### src/rtl/qdec_pkg.sv
// ---------------------------------------------------------------------------
// qdec_pkg
// Shared definitions for the quadrature decoder:
//   - qdec_state_e : decoder FSM states (PRIME while the input pipeline
//                    fills, TRACK while decoding)
//   - FWD_NEXT_xx  : forward (up) successor of each Gray state {A,B}
//   - DEF_*        : default parameter values
//   - fwd_next()   : forward successor lookup
// ---------------------------------------------------------------------------
package qdec_pkg;

   typedef enum logic {
      PRIME = 1'b0,
      TRACK = 1'b1
   } qdec_state_e;

   // Forward sequence 00 -> 01 -> 11 -> 10 -> 00
   localparam logic [1:0] FWD_NEXT_00 = 2'b01;
   localparam logic [1:0] FWD_NEXT_01 = 2'b11;
   localparam logic [1:0] FWD_NEXT_11 = 2'b10;
   localparam logic [1:0] FWD_NEXT_10 = 2'b00;

   localparam int DEF_WIDTH       = 8;
   localparam int DEF_SYNC_STAGES = 2;
   localparam int DEF_FILT_LEN    = 3;

   function automatic logic [1:0] fwd_next(input logic [1:0] s);
      logic [1:0] n;
      case (s)
         2'b00:   n = FWD_NEXT_00;
         2'b01:   n = FWD_NEXT_01;
         2'b11:   n = FWD_NEXT_11;
         default: n = FWD_NEXT_10;
      endcase
      return n;
   endfunction

endpackage

### src/rtl/qdec_sync_filter.sv
// ---------------------------------------------------------------------------
// qdec_sync_filter
// One encoder phase: SYNC_STAGES-deep flip-flop synchronizer, followed by an
// optional glitch filter when QDEC_FILTER_EN is defined. The filter output
// only adopts a new level after the synchronized input has held that level
// for FILT_LEN consecutive cycles; shorter pulses are discarded.
//
// Parameters:
//   SYNC_STAGES  synchronizer depth (>= 2)
//   FILT_LEN     stable-cycle count (present only with QDEC_FILTER_EN)
// Ports:
//   clk    in   rising-edge clock
//   rst_n  in   asynchronous active-low reset
//   din    in   raw phase input, asynchronous to clk
//   dout   out  qualified phase level
// ---------------------------------------------------------------------------
module qdec_sync_filter #(
   parameter int SYNC_STAGES = 2
`ifdef QDEC_FILTER_EN
   ,
   parameter int FILT_LEN    = 3
`endif
) (
   input  logic clk,
   input  logic rst_n,
   input  logic din,
   output logic dout
);

   logic [SYNC_STAGES-1:0] sync_p;

   // ---- synchronizer stages ----
   always_ff @(posedge clk or negedge rst_n) begin
      if (!rst_n) begin
         sync_p <= '0;
      end else begin
         sync_p <= {sync_p[SYNC_STAGES-2:0], din};
      end
   end

`ifdef QDEC_FILTER_EN
   localparam int CNT_W = $clog2(FILT_LEN + 1);

   logic [CNT_W-1:0] cnt;
   logic             filt_p1;

   // ---- filter stage ----
   // cnt counts consecutive cycles the synchronized level differs from the
   // filter output; the FILT_LEN-th such cycle commits the new level.
   always_ff @(posedge clk or negedge rst_n) begin
      if (!rst_n) begin
         cnt     <= '0;
         filt_p1 <= 1'b0;
      end else if (sync_p[SYNC_STAGES-1] == filt_p1) begin
         cnt <= '0;
      end else if (cnt == CNT_W'(FILT_LEN - 1)) begin
         cnt     <= '0;
         filt_p1 <= sync_p[SYNC_STAGES-1];
      end else begin
         cnt <= cnt + 1'b1;
      end
   end

   assign dout = filt_p1;
`else
   assign dout = sync_p[SYNC_STAGES-1];
`endif

endmodule

### src/rtl/quad_decoder.sv
// ---------------------------------------------------------------------------
// quad_decoder
// Quadrature encoder decoder. A and B are synchronized (and optionally
// filtered) into the qualified state S = {A,B}; S is decoded against the
// previous state P every cycle to step a WIDTH-bit position up or down.
// Optional glitch filter: define QDEC_FILTER_EN.
//
// Parameters:
//   WIDTH        position counter width
//   SYNC_STAGES  synchronizer depth per input (>= 2)
//   FILT_LEN     filter stable-cycle count (used only with QDEC_FILTER_EN)
// Ports:
//   CLK   in   rising-edge clock
//   RST   in   asynchronous active-low reset
//   A, B  in   encoder phases, asynchronous to CLK
//   CLR   in   synchronous clear of POS and ERR (drops a same-cycle step)
//   POS   out  position count (modulo 2^WIDTH)
//   DIR   out  direction of last valid step (1 up, 0 down)
//   STEP  out  one-cycle pulse per valid step
//   WRAP  out  one-cycle pulse when POS wraps either way
//   ERR   out  sticky illegal-transition flag
// ---------------------------------------------------------------------------
module quad_decoder
   import qdec_pkg::*;
#(
   parameter int WIDTH       = DEF_WIDTH,
   parameter int SYNC_STAGES = DEF_SYNC_STAGES,
   parameter int FILT_LEN    = DEF_FILT_LEN
) (
   input  logic             CLK,
   input  logic             RST,
   input  logic             A,
   input  logic             B,
   input  logic             CLR,
   output logic [WIDTH-1:0] POS,
   output logic             DIR,
   output logic             STEP,
   output logic             WRAP,
   output logic             ERR
);

`ifdef QDEC_FILTER_EN
   localparam int FILT_EN = 1;
`else
   localparam int FILT_EN = 0;
`endif

   // Cycles until S carries real samples. The counter runs to PRIME_LEN
   // inclusive so that the last PRIME edge loads P from a filled pipeline.
   localparam int PRIME_LEN = SYNC_STAGES + FILT_EN * FILT_LEN;
   localparam int PCNT_W    = $clog2(PRIME_LEN + 1);

   logic              a_q;
   logic              b_q;
   logic [1:0]        ab_p0;      // S
   logic [1:0]        ab_p1;      // P
   qdec_state_e       state;
   qdec_state_e       state_nxt;
   logic [PCNT_W-1:0] prime_cnt;
   logic [PCNT_W-1:0] prime_cnt_nxt;
   logic              step_up;
   logic              step_dn;
   logic              illegal;

   function automatic logic [WIDTH-1:0] step_pos(input logic [WIDTH-1:0] pos,
                                                 input logic             up);
      return up ? pos + 1'b1 : pos - 1'b1;
   endfunction

   function automatic logic wrap_hit(input logic [WIDTH-1:0] pos,
                                     input logic             up);
      return up ? (&pos) : ~(|pos);
   endfunction

   // ---- input qualification (sync + optional filter) ----
   qdec_sync_filter #(
      .SYNC_STAGES (SYNC_STAGES)
`ifdef QDEC_FILTER_EN
      ,
      .FILT_LEN    (FILT_LEN)
`endif
   ) u_sync_a (
      .clk   (CLK),
      .rst_n (RST),
      .din   (A),
      .dout  (a_q)
   );

   qdec_sync_filter #(
      .SYNC_STAGES (SYNC_STAGES)
`ifdef QDEC_FILTER_EN
      ,
      .FILT_LEN    (FILT_LEN)
`endif
   ) u_sync_b (
      .clk   (CLK),
      .rst_n (RST),
      .din   (B),
      .dout  (b_q)
   );

   assign ab_p0 = {a_q, b_q};

   // ---- previous-state register and FSM state ----
   always_ff @(posedge CLK or negedge RST) begin
      if (!RST) begin
         ab_p1     <= 2'b00;
         state     <= PRIME;
         prime_cnt <= '0;
      end else begin
         ab_p1     <= ab_p0;
         state     <= state_nxt;
         prime_cnt <= prime_cnt_nxt;
      end
   end

   // ---- next state and decode ----
   always_comb begin
      state_nxt     = state;
      prime_cnt_nxt = prime_cnt;
      step_up       = 1'b0;
      step_dn       = 1'b0;
      illegal       = 1'b0;
      case (state)
         PRIME: begin
            if (prime_cnt == PCNT_W'(PRIME_LEN)) begin
               state_nxt = TRACK;
            end else begin
               prime_cnt_nxt = prime_cnt + 1'b1;
            end
         end
         TRACK: begin
            if (ab_p0 != ab_p1) begin
               if (ab_p0 == fwd_next(ab_p1)) begin
                  step_up = 1'b1;
               end else if (ab_p1 == fwd_next(ab_p0)) begin
                  step_dn = 1'b1;
               end else begin
                  illegal = 1'b1;
               end
            end
         end
         default: state_nxt = PRIME;
      endcase
   end

   // ---- registered outputs ----
   always_ff @(posedge CLK or negedge RST) begin
      if (!RST) begin
         POS  <= '0;
         DIR  <= 1'b1;
         STEP <= 1'b0;
         WRAP <= 1'b0;
         ERR  <= 1'b0;
      end else begin
         STEP <= 1'b0;
         WRAP <= 1'b0;
         if (CLR) begin
            // A step decoded alongside CLR is dropped entirely; DIR holds.
            POS <= '0;
            ERR <= 1'b0;
         end else begin
            if (step_up || step_dn) begin
               POS  <= step_pos(POS, step_up);
               DIR  <= step_up;
               STEP <= 1'b1;
               WRAP <= wrap_hit(POS, step_up);
            end
            if (illegal) begin
               ERR <= 1'b1;
            end
         end
      end
   end

endmodule

### config.mk
export PLATFORM = sky130hd
export DESIGN_NAME = quad_decoder
export DESIGN_NICKNAME = d
export VERILOG_FILES = /design/src/rtl/qdec_pkg.sv /design/src/rtl/qdec_sync_filter.sv /design/src/rtl/quad_decoder.sv
export SDC_FILE = /design/constraint.sdc
export NUM_CORES = 1
export LEC_CHECK = 0
export ABC_CLOCK_PERIOD_IN_PS = 3700
export CORE_MARGIN = 5
export CORE_UTILIZATION = 52
export CTS_BUF_LIST = sky130_fd_sc_hd__clkbuf_4 sky130_fd_sc_hd__clkbuf_8 sky130_fd_sc_hd__clkbuf_16
export DETAILED_ROUTE_END_ITERATION = 8
export PLACE_DENSITY_LB_ADDON = 0.1
export SYNTH_ARGS = -nofsm -noshare
export SYNTH_HDL_FRONTEND = slang
export SYNTH_SLANG_ARGS = --single-unit
### constraint.sdc
create_clock -name CLK -period 3.7 [get_ports CLK]
set_clock_uncertainty 0.05 [all_clocks]
set_input_delay 0.37 -clock CLK [delete_from_list [all_inputs] [get_ports CLK]]
set_output_delay 0.37 -clock CLK [all_outputs]
set_load 0.01 [all_outputs]
==> results.md <==
- Worst EP required: ~3.9 ns
- Min Tclk post-route: about 3.0 ns
- Critical Path End Type: register
- Status: completed
- Initial antenna violation count: 0
- Worst-margin pin slew: a little under 0.9 ns
- N_diodes: 0
- Worst path bufs/invs: 0
- Fin Setup TNS: 0 ns
- RSZ-0062 raised after global routing: false
- Via count: around 870
- Vias per cell: around 5.7
- Min Hold Slack: roughly 0.31 ns
- First-pass GRT wire length: 3953 um
- Initial drt markers: 16
- Largest area contributor in the netlist: dfrtp_1
- Fmax: 0.3341 GHz
- Max incr delay on CP: around 0.44 ns
- Synthesized cell area: 0.001121 mm^2
- Routed len/inst: between 10 and 15 um
- Clock Sinks: 21
- Flop-to-flop setup slack: ~0.71 ns
- Leakage: approximately 0.00057 uW
- Seq cells post-synth: 21
- Largest net degree at the start of global routing: 22
- Clk pin slew, worst setup/hold paths: roughly 0.12 ns
- Row count: 16
- Post_cts resized: 0
- Core Area: approximately 0.002 mm^2
- Crit Path Max Fanout: 11
- Placed Area: between 0.001 and 0.0015 mm^2
- Cell variety after synth: 36
- Initial Util: roughly 56%
- ANT nets after route: 0
- CTS root buffer: clkbuf_4
- Final GP Congestion: about 0.86
- Final setup fails: 0
- Hold buffer count at CTS: 0
- Longest Clk Path Bufs: 2
- Post-CTS setup repair buffer count: 0
- Post-synthesis average cell area: around 10 um^2
- Final Hold Viols: 0
- Final standard cell area without fillers: ~0.0013 mm^2
- Yosys warning total: 0
- Slowest CP cell: ha_1
- H-tree Lvls: 1
- Part of the Yosys area used for sequential elements: approximately 47%
- Net count after synthesis: ~120
- Crit. Startpoint: ab_p1[0]
- Crit-path leading delay family: simple AND/OR/NAND/NOR gates
- Maxcap violations: 0
- DRC viols: 0
- Grt ovf: 0
- HP Start: u_sync_b.sync_p[0]
- Ports: 17
- Maximum vdd drop: between 0.4 and 0.5 mV
- Gr usage total: between 15 and 20%
- Area grow syn2layout: 18.41%
- Final period utilization: 80.89%
- Post-Syn Instances: between 100 and 150
- Die area: between 0.003 and 0.004 mm^2
- CTS buffer count: 3
- Fraction of layout cells with a size suffix above 1: roughly 8%
- Skew-Pair Late Insertion Delay: 0.31 ns
- IO buf count: 16
- Synth top area share: roughly 45%
- Fin. max-slew vios: 0
- Worst path cell trace: xnor2_1 -> nand3_1 -> ha_1 -> a211oi_2 -> o32ai_1 -> or3_1 -> a21oi_1 -> mux2_1
- Final Power: 935.4 uW
- Synth area leaders: dfrtp_1 45%, ha_1 7.8%, xnor2_1 4.7%, nor2_1 3.3%, a21oi_1 2.7%
- CTS tree: yes
- Initial DRT Pass Iterations: 4
- Post-DP HPWL: roughly 1600 um
- Fin util: between 60% and 70%
- Final wirelength: 2191 um
- Worst Hold Class: reg -> reg
- Total power divided by cell area: 704.6 mW/mm^2
- Startpoint type of the worst setup path: register
- Nets: 139
- Die Ht: approximately 56 um
- Die width: roughly 56 um
- Normalized max-slew margin: between 40% and 50%
- Vias in the first global route: roughly 900
- Critical Setup Path Class: reg -> reg
- FF-to-FF Start: ab_p1[0]
- WP data arrival: approximately 3.2 ns
==> per-stage QoR <==
step / instances / worst slack (ns)
2_1_floorplan: 108 / 1.001
3_3_place_gp: 148 / 0.8205
3_5_place_dp: 148 / 0.7053
4_1_cts: 152 / 0.6863
5_1_grt: 152 / 0.4266
6_report: 152 / 0.7072
==> synthesized netlist by cell type (all sizes together) <==
| cell type | number |
|---|---|
| a31oi | 2 |
| a2111oi | 2 |
| buf | 1 |
| mux2i | 3 |
| a21oi | 6 |
| fa | 1 |
| nor2b | 2 |
| nor4 | 2 |
| xor2 | 3 |
| nor2 | 10 |
| a311o | 1 |
| nand4 | 2 |
| nor4b | 1 |
| a21o | 1 |
| o32ai | 1 |
| or3 | 2 |
| nor3 | 2 |
| o21bai | 1 |
| o31a | 1 |
| a211oi | 2 |
| o21a | 1 |
| dfrtp | 20 |
| o21ai | 6 |
| nand3 | 1 |
| nand2 | 7 |
| nand3b | 1 |
| or2 | 2 |
| dfstp | 1 |
| xnor2 | 6 |
| clkbuf | 2 |
| ha | 7 |
| inv | 7 |
| mux2 | 1 |
==> flip-flops by register name (all words and copies together) (netlist names) <==
signal / flops
POS: 8
ab_p1: 2
prime_cnt: 2
u_sync_a.sync_p: 2
u_sync_b.sync_p: 2
DIR: 1
ERR: 1
STEP: 1
WRAP: 1
state: 1
==> routing by layer <==
metal / vias up / global-route usage (%) / part of all wire [%]
met5: - / 0 / 0
met4: 0 / 8.814 / 2.3
met3: 8 / 3.440 / 4.6
met2: 26 / 24.09 / 47
met1: 417 / 20.00 / 46
li1: 416 / - / -
==> cells by family after synthesis <==
group | count (synthesis) | share of synthesized area, %
flip-flops | 21 | 46.99
multiplexers | 4 | 3.683
AND/OR/NAND/NOR | 32 | 14.06
adder cells (fa/ha/maj) | 8 | 9.598
AO/OA/AOI/OAI | 24 | 14.96
buffers and inverters | 10 | 3.684
XOR/XNOR | 9 | 7.032
==> layout make-up <==
| cell class | count | area [um^2] |
|---|---|---|
| well taps | 27 | 33.78 |
| clock buffers | 3 | 22.52 |
| clock inverters | 1 | 5.005 |
| inverters | 7 | 26.28 |
| repair buffers | 16 | 160.2 |
| fillers | 168 | 674.4 |
| multi-input cells | 77 | 553.0 |
| flip-flops and latches | 21 | 526.8 |
==> cells in the final DEF (no fill, tap or decap), drive strengths merged, types with 6 or more instances in the layout <==
master         count
xnor2              6
inv                7
nor2              10
ha                 7
dfrtp             20
o21ai              6
a21oi              6
nand2              7
clkdlybuf4s50     16
==> power by group <==
group,internal (uW),switching [uW],total (uW)
Combinational,249,240,489
Sequential,276,57.5,334
Clock,40.4,72.2,113
Total,566,369,935
==> worst reg2reg max path, stage by stage (launching register included) <==
cell and delay [ns]:
dfrtp_1 0.42, xnor2_1 0.32, nand3_1 0.41, ha_1 0.44
a211oi_2 0.25, o32ai_1 0.17, or3_1 0.33, a21oi_1 0.17
mux2_1 0.33
==> path summary, 6_finish.rpt <==
kind,endpoint,cells past startpoint
max,POS[7],8
min,u_sync_b.sync_p[1],0
max reg2reg,POS[7],8
min reg2reg,u_sync_b.sync_p[1],0
max in group asynchronous,u_sync_b.sync_p[1],1
min in group asynchronous,POS[5],1
Power figures use the tool's default switching activity.
==> edit 1, RTL diff (config.mk and constraints unchanged) <==
Change the package constant `DEF_SYNC_STAGES` from 2 to 4.
--- a/src/rtl/qdec_pkg.sv
+++ b/src/rtl/qdec_pkg.sv
@@ -23,3 +23,3 @@
    localparam int DEF_WIDTH       = 8;
-   localparam int DEF_SYNC_STAGES = 2;
+   localparam int DEF_SYNC_STAGES = 4;
    localparam int DEF_FILT_LEN    = 3;
Formal check against the unedited RTL: not equivalent (a bounded check fails within 10 cycles, from zero or initial values and one cycle with RST low).
==> edit 1 against the unedited design <==
Wire length increased by 5.1%; sequential cell count increased by 5; sequential power increased by 12%; area after synthesis increased by 13%; cell area increased by 14%; setup slack improved by 230 ps; total power increased by 3.0%; via count increased by 0.23%; global-route usage decreased by 0.51 points; largest power group unchanged; highest routed layer unchanged.
==> edit 1: results (changes against the unedited design) <==
Run status
  – Status: completed

CTS
  – # Post-CTS Setup Buffers: 0 (unchanged)
  – Post-cts resize count: 0 (unchanged)
  – Clock latency on the worst-skew pair: 330 ps (+20 ps)
  – CTS root buf: clkbuf_4
  – CTS H-Tree Depth: 1 (unchanged)
  – Clock Pin Slew Worst Setup and Hold Paths: 150 ps (+30 ps)
  – Max Root-Sink Buffers: 2 (unchanged)
  – Cts bufs inserted: 3 (unchanged)

Hold path
  – Hold Crit Class: reg -> reg

Synthesis
  – Syn_nets: 125 (+3.3%)
  – Largest cells by area after synthesis: dfrtp_1 49%, ha_1 7.9%, xnor2_1 4.2%
  – Sequential fraction of the synthesis area: 0.515 (+0.0450)
  – FFs w/ async S/R, synth: 1.00 (unchanged)
  – Post-synth top cells: 25 x dfrtp_1, 8 x ha_1, 8 x inv_1
  – Yosys warns: 0 (unchanged)
  – Mapped Cells: 111 (+2.8%)
  – Synth cell types: 35 (-2.8%)

Layout
  – Ant. Diodes: 0 (unchanged)
  – Layout Nets: 146 (+5.0%)
  – Top flop regs: POS: 8 flops, u_sync_a.sync_p: 4 flops, u_sync_b.sync_p: 4 flops
  – Layout cells sized above 1: 0.0992 (+0.0192)
  – Final cell count without fillers: 159 (+4.6%)

Power
  – LEAKAGE: 0.000681 µW (+19%)
  – Maximum vdd drop: 0.000475 V (+1.6%)
  – Int Pwr: 640 µW (+13%)

Critical path
  – CP max stage cell: dfrtp_1
  – Max stage delay on crit path: 440 ps (about the same)
  – Worst EP arrival: 2950 ps (-200 ps)
  – CP delay by family, top: compound AO/OA/AOI/OAI gates
  – Max Fanout on Critical Path: 11 (unchanged)

Global route
  – Antenna violations before repair: 0 (unchanged)
  – First-pass GRT wire length: 4.00 mm (+1.2%)
  – Vias in the first global route: 864 (-4.8%)
  – GR Util All Layers: 0.151 (-0.00508)
  – Pin count of the biggest net entering global routing: 27 (+23%)

Placed design
  – Port bufs: 16 (unchanged)
  – RD Place Congestion: 0.896 (+4.3%)
  – Post-DP HPWL: 1.60 mm (-0.22%)
  – Pre-CTS setup slack: 957 ps (+252 ps)

Routing
  – DRC errors left: 0 (unchanged)
  – DR iter-0 viols: 16 (unchanged)
  – Post-Route WL: 2.30 mm (+5.1%)
  – Via density: 5.47 (-4.2%)
  – TritonRoute pass-1 iters: 4 (unchanged)

STA
  – Period utilisation layout: 0.746 (-0.0624)
  – Slew @ Worst Pin: 534 ps (-355 ps)
==> edit 1: area by class of cell <==
cell class,instances,area (µm²)
Timing Repair Buffer,17,168
Clock inverter,1,30.0
Multi-Input combinational cell,76,572
Clock buffer,3,22.5
Tap cell,28,35.0
Inverter,8,30.0
Sequential cell,26,652
Fill cell,194,767
==> edit 1: logic make-up after synthesis <==
kind of cell    after synthesis  share of synthesized area
compound gates               24                      0.128
xor+xnor                     10                     0.0692
fa+ha+maj                     9                     0.0949
buf+inv                       9                     0.0336
flops                        26                      0.515
mux                           5                     0.0415
simple gates                 28                      0.118
==> edit 1: final timing paths <==
path	cells past startpoint	slack [ps]	endpoint	from
worst max-delay path	9	940	POS[7]	u_sync_b.sync_p[3]
worst min-delay path	0	300	u_sync_a.sync_p[2]	u_sync_a.sync_p[1]
worst max register to register	9	940	POS[7]	u_sync_b.sync_p[3]
worst min register to register	0	300	u_sync_a.sync_p[2]	u_sync_a.sync_p[1]
max in group asynchronous	2	2970	DIR	RST
min in group asynchronous	2	340	POS[3]	RST
==> edit 1: per-stage QoR <==
step | instance area (µm²) | total power, µW | utilization
2_1_floorplan | 1270 | 634 | -
3_3_place_gp | 1460 | 757 | 0.640
3_5_place_dp | 1460 | 765 | 0.640
4_1_cts | 1510 | 967 | 0.663
5_1_grt | 1510 | 1030 | 0.663
6_report | 1510 | 963 | 0.663
==> edit 1: power groups by stage <==
stage | Combinational, µW | Sequential [µW] | Clock, µW
after CTS | 393 | 372 | 201
after detailed placement | 388 | 378 | 0
after global placement | 382 | 375 | 0
final | 392 | 373 | 199
after floorplan | 249 | 384 | 0
after global routing | 430 | 380 | 217
==> edit 1: metal layers <==
layer	vias to the layer above	track usage	routed length, µm
met4	0	0.0485	33
met3	4	0.0414	145
li1	422	-	-
met5	-	0	0
met2	23	0.211	968
met1	420	0.225	1160
==> edit 2, RTL diff (config.mk and constraints unchanged) <==
Without the edit above. Register the inputs `A`, `B` and `CLR` before use, cleared by the reset. The logic sees them one clock later. Comments in the files are not updated.
--- a/src/rtl/quad_decoder.sv
+++ b/src/rtl/quad_decoder.sv
@@ -52,2 +52,18 @@
 
+   logic A_q;
+   logic B_q;
+   logic CLR_q;
+
+   always_ff @(posedge CLK or negedge RST) begin
+      if (!RST) begin
+         A_q   <= '0;
+         B_q   <= '0;
+         CLR_q <= '0;
+      end else begin
+         A_q   <= A;
+         B_q   <= B;
+         CLR_q <= CLR;
+      end
+   end
+
    logic              a_q;
@@ -84,3 +100,3 @@
       .rst_n (RST),
-      .din   (A),
+      .din   (A_q),
       .dout  (a_q)
@@ -97,3 +113,3 @@
       .rst_n (RST),
-      .din   (B),
+      .din   (B_q),
       .dout  (b_q)
@@ -157,3 +173,3 @@
          WRAP <= 1'b0;
-         if (CLR) begin
+         if (CLR_q) begin
             // A step decoded alongside CLR is dropped entirely; DIR holds.
Check against the original RTL: not equivalent (a bounded check fails within 10 cycles, from zero or initial values and one cycle with RST low).
==> edit 2 against the unedited design <==
Cell area up 8.9%; sequential cell count up 3; setup slack improved by 140 ps; first-iteration DRC count grew 50%; die area up 6.8%; critical path type unchanged; wire length increased by 4.8%; non-clock buffer count is the same; area after synthesis increased by 8.3%; highest routed layer unchanged; total power increased by 11%.
==> edit 2: results (changes against the unedited design) <==
Run status
  – Status: completed

Layout
  – Final cell count without fillers: 156 (+2.6%)
  – Area of the multi-input gates: 577 µm² (+4.3%)
  – Layout cells sized above 1: 0.0938 (+0.0137)

Placed design
  – Post-DP HPWL: 1.62 mm (+0.66%)
  – DP Area: 1390 µm² (+7.1%)
  – DP Cell Count: 152 (+2.7%)

Synthesis
  – Post-synth top cells: 23 x dfrtp_1, 10 x nor2_1, 7 x ha_1, 7 x nand2_1, 6 x xnor2_1
  – Synth cell types: 38 (+5.6%)
  – Compound-cell area share of the yosys netlist: 0.132 (-0.0176)
  – Mapped Cells: 112 (+3.7%)
  – Largest cells by area after synthesis: dfrtp_1 47%, ha_1 7.2%, xnor2_1 4.3%
  – Sequential fraction of the synthesis area: 0.496 (+0.0260)
  – Synth Area in XOR/XNOR: 0.0649 (-0.00536)
  – Adder-cell share of the synthesized area: 0.0887 (-0.00732)

Global route
  – GR Util All Layers: 0.152 (-0.00389)
  – First-pass GRT wire length: 4.08 mm (+3.3%)
  – Vias in the first global route: 918 (+1.1%)

Routing
  – Post-Route WL: 2.30 mm (+4.8%)
  – DR iter-0 viols: 24 (+8)
  – Via density: 5.85 (+2.5%)

Critical path
  – R2r setup slk: 840 ps (+140 ps)
  – Worst EP arrival: 3000 ps (-150 ps)
  – Crit Reg-Reg Startpoint: ab_p1[1]

Power
  – LEAKAGE: 0.000627 µW (+9.1%)
edit 2: worst max path at each step:
stage | endpoint | slack, ps | startpoint | cells past startpoint
4_1_cts | POS[7] | 830 | ab_p1[1] | 8
2_1_floorplan | POS[7] | 1170 | ab_p1[0] | 8
3_5_place_dp | POS[7] | 880 | ab_p1[1] | 8
5_1_grt | POS[7] | 610 | u_sync_a.sync_p[1] | 8
6_report | POS[7] | 840 | ab_p1[1] | 8
3_3_place_gp | POS[7] | 1010 | ab_p1[0] | 8
edit 2: cell families after synthesis:
family | Yosys count
simple gates | 37
flops | 24
compound gates | 22
xor+xnor | 9
buf+inv | 9
fa+ha+maj | 8
mux | 3
edit 2: layout make-up:
type,count,share of cell area
Multi-Input combinational cell,79,0.399
Tap cell,28,0.0242
Timing Repair Buffer,16,0.111
Clock inverter,1,0.0208
Inverter,5,0.0130
Sequential cell,24,0.416
Clock buffer,3,0.0156
edit 2: critical path, stage by stage (launching register included):
cell and delay (ps):
dfrtp_1 430, xor2_1 200, nand3_1 370, ha_1 450, a211oi_2 270, o21ai_2 120, a41oi_2 240, nor4b_1 80
or4_1 540
edit 2: routing by layer:
| metal | vias up | share of wire | track usage |
|---|---|---|---|
| met5 | - | 0 | 0 |
| met1 | 446 | 0.45 | 0.198 |
| met3 | 2 | 0.054 | 0.0263 |
| li1 | 441 | - | - |
| met2 | 23 | 0.49 | 0.262 |
| met4 | 0 | 0.0074 | 0.0397 |
edit 2: per-stage QoR:
step	hold slack [ps]	setup slack [ps]
after floorplan	24.4	1170
after global placement	282	1010
after detailed placement	286	879
after CTS	316	827
after global routing	323	605
final	314	843
edit 2: power breakdown:
group	switching [µW]	total, µW	internal (µW)
registers	59.8	369	309
logic	240	486	246
clock network	78.3	188	109
total	378	1040	664
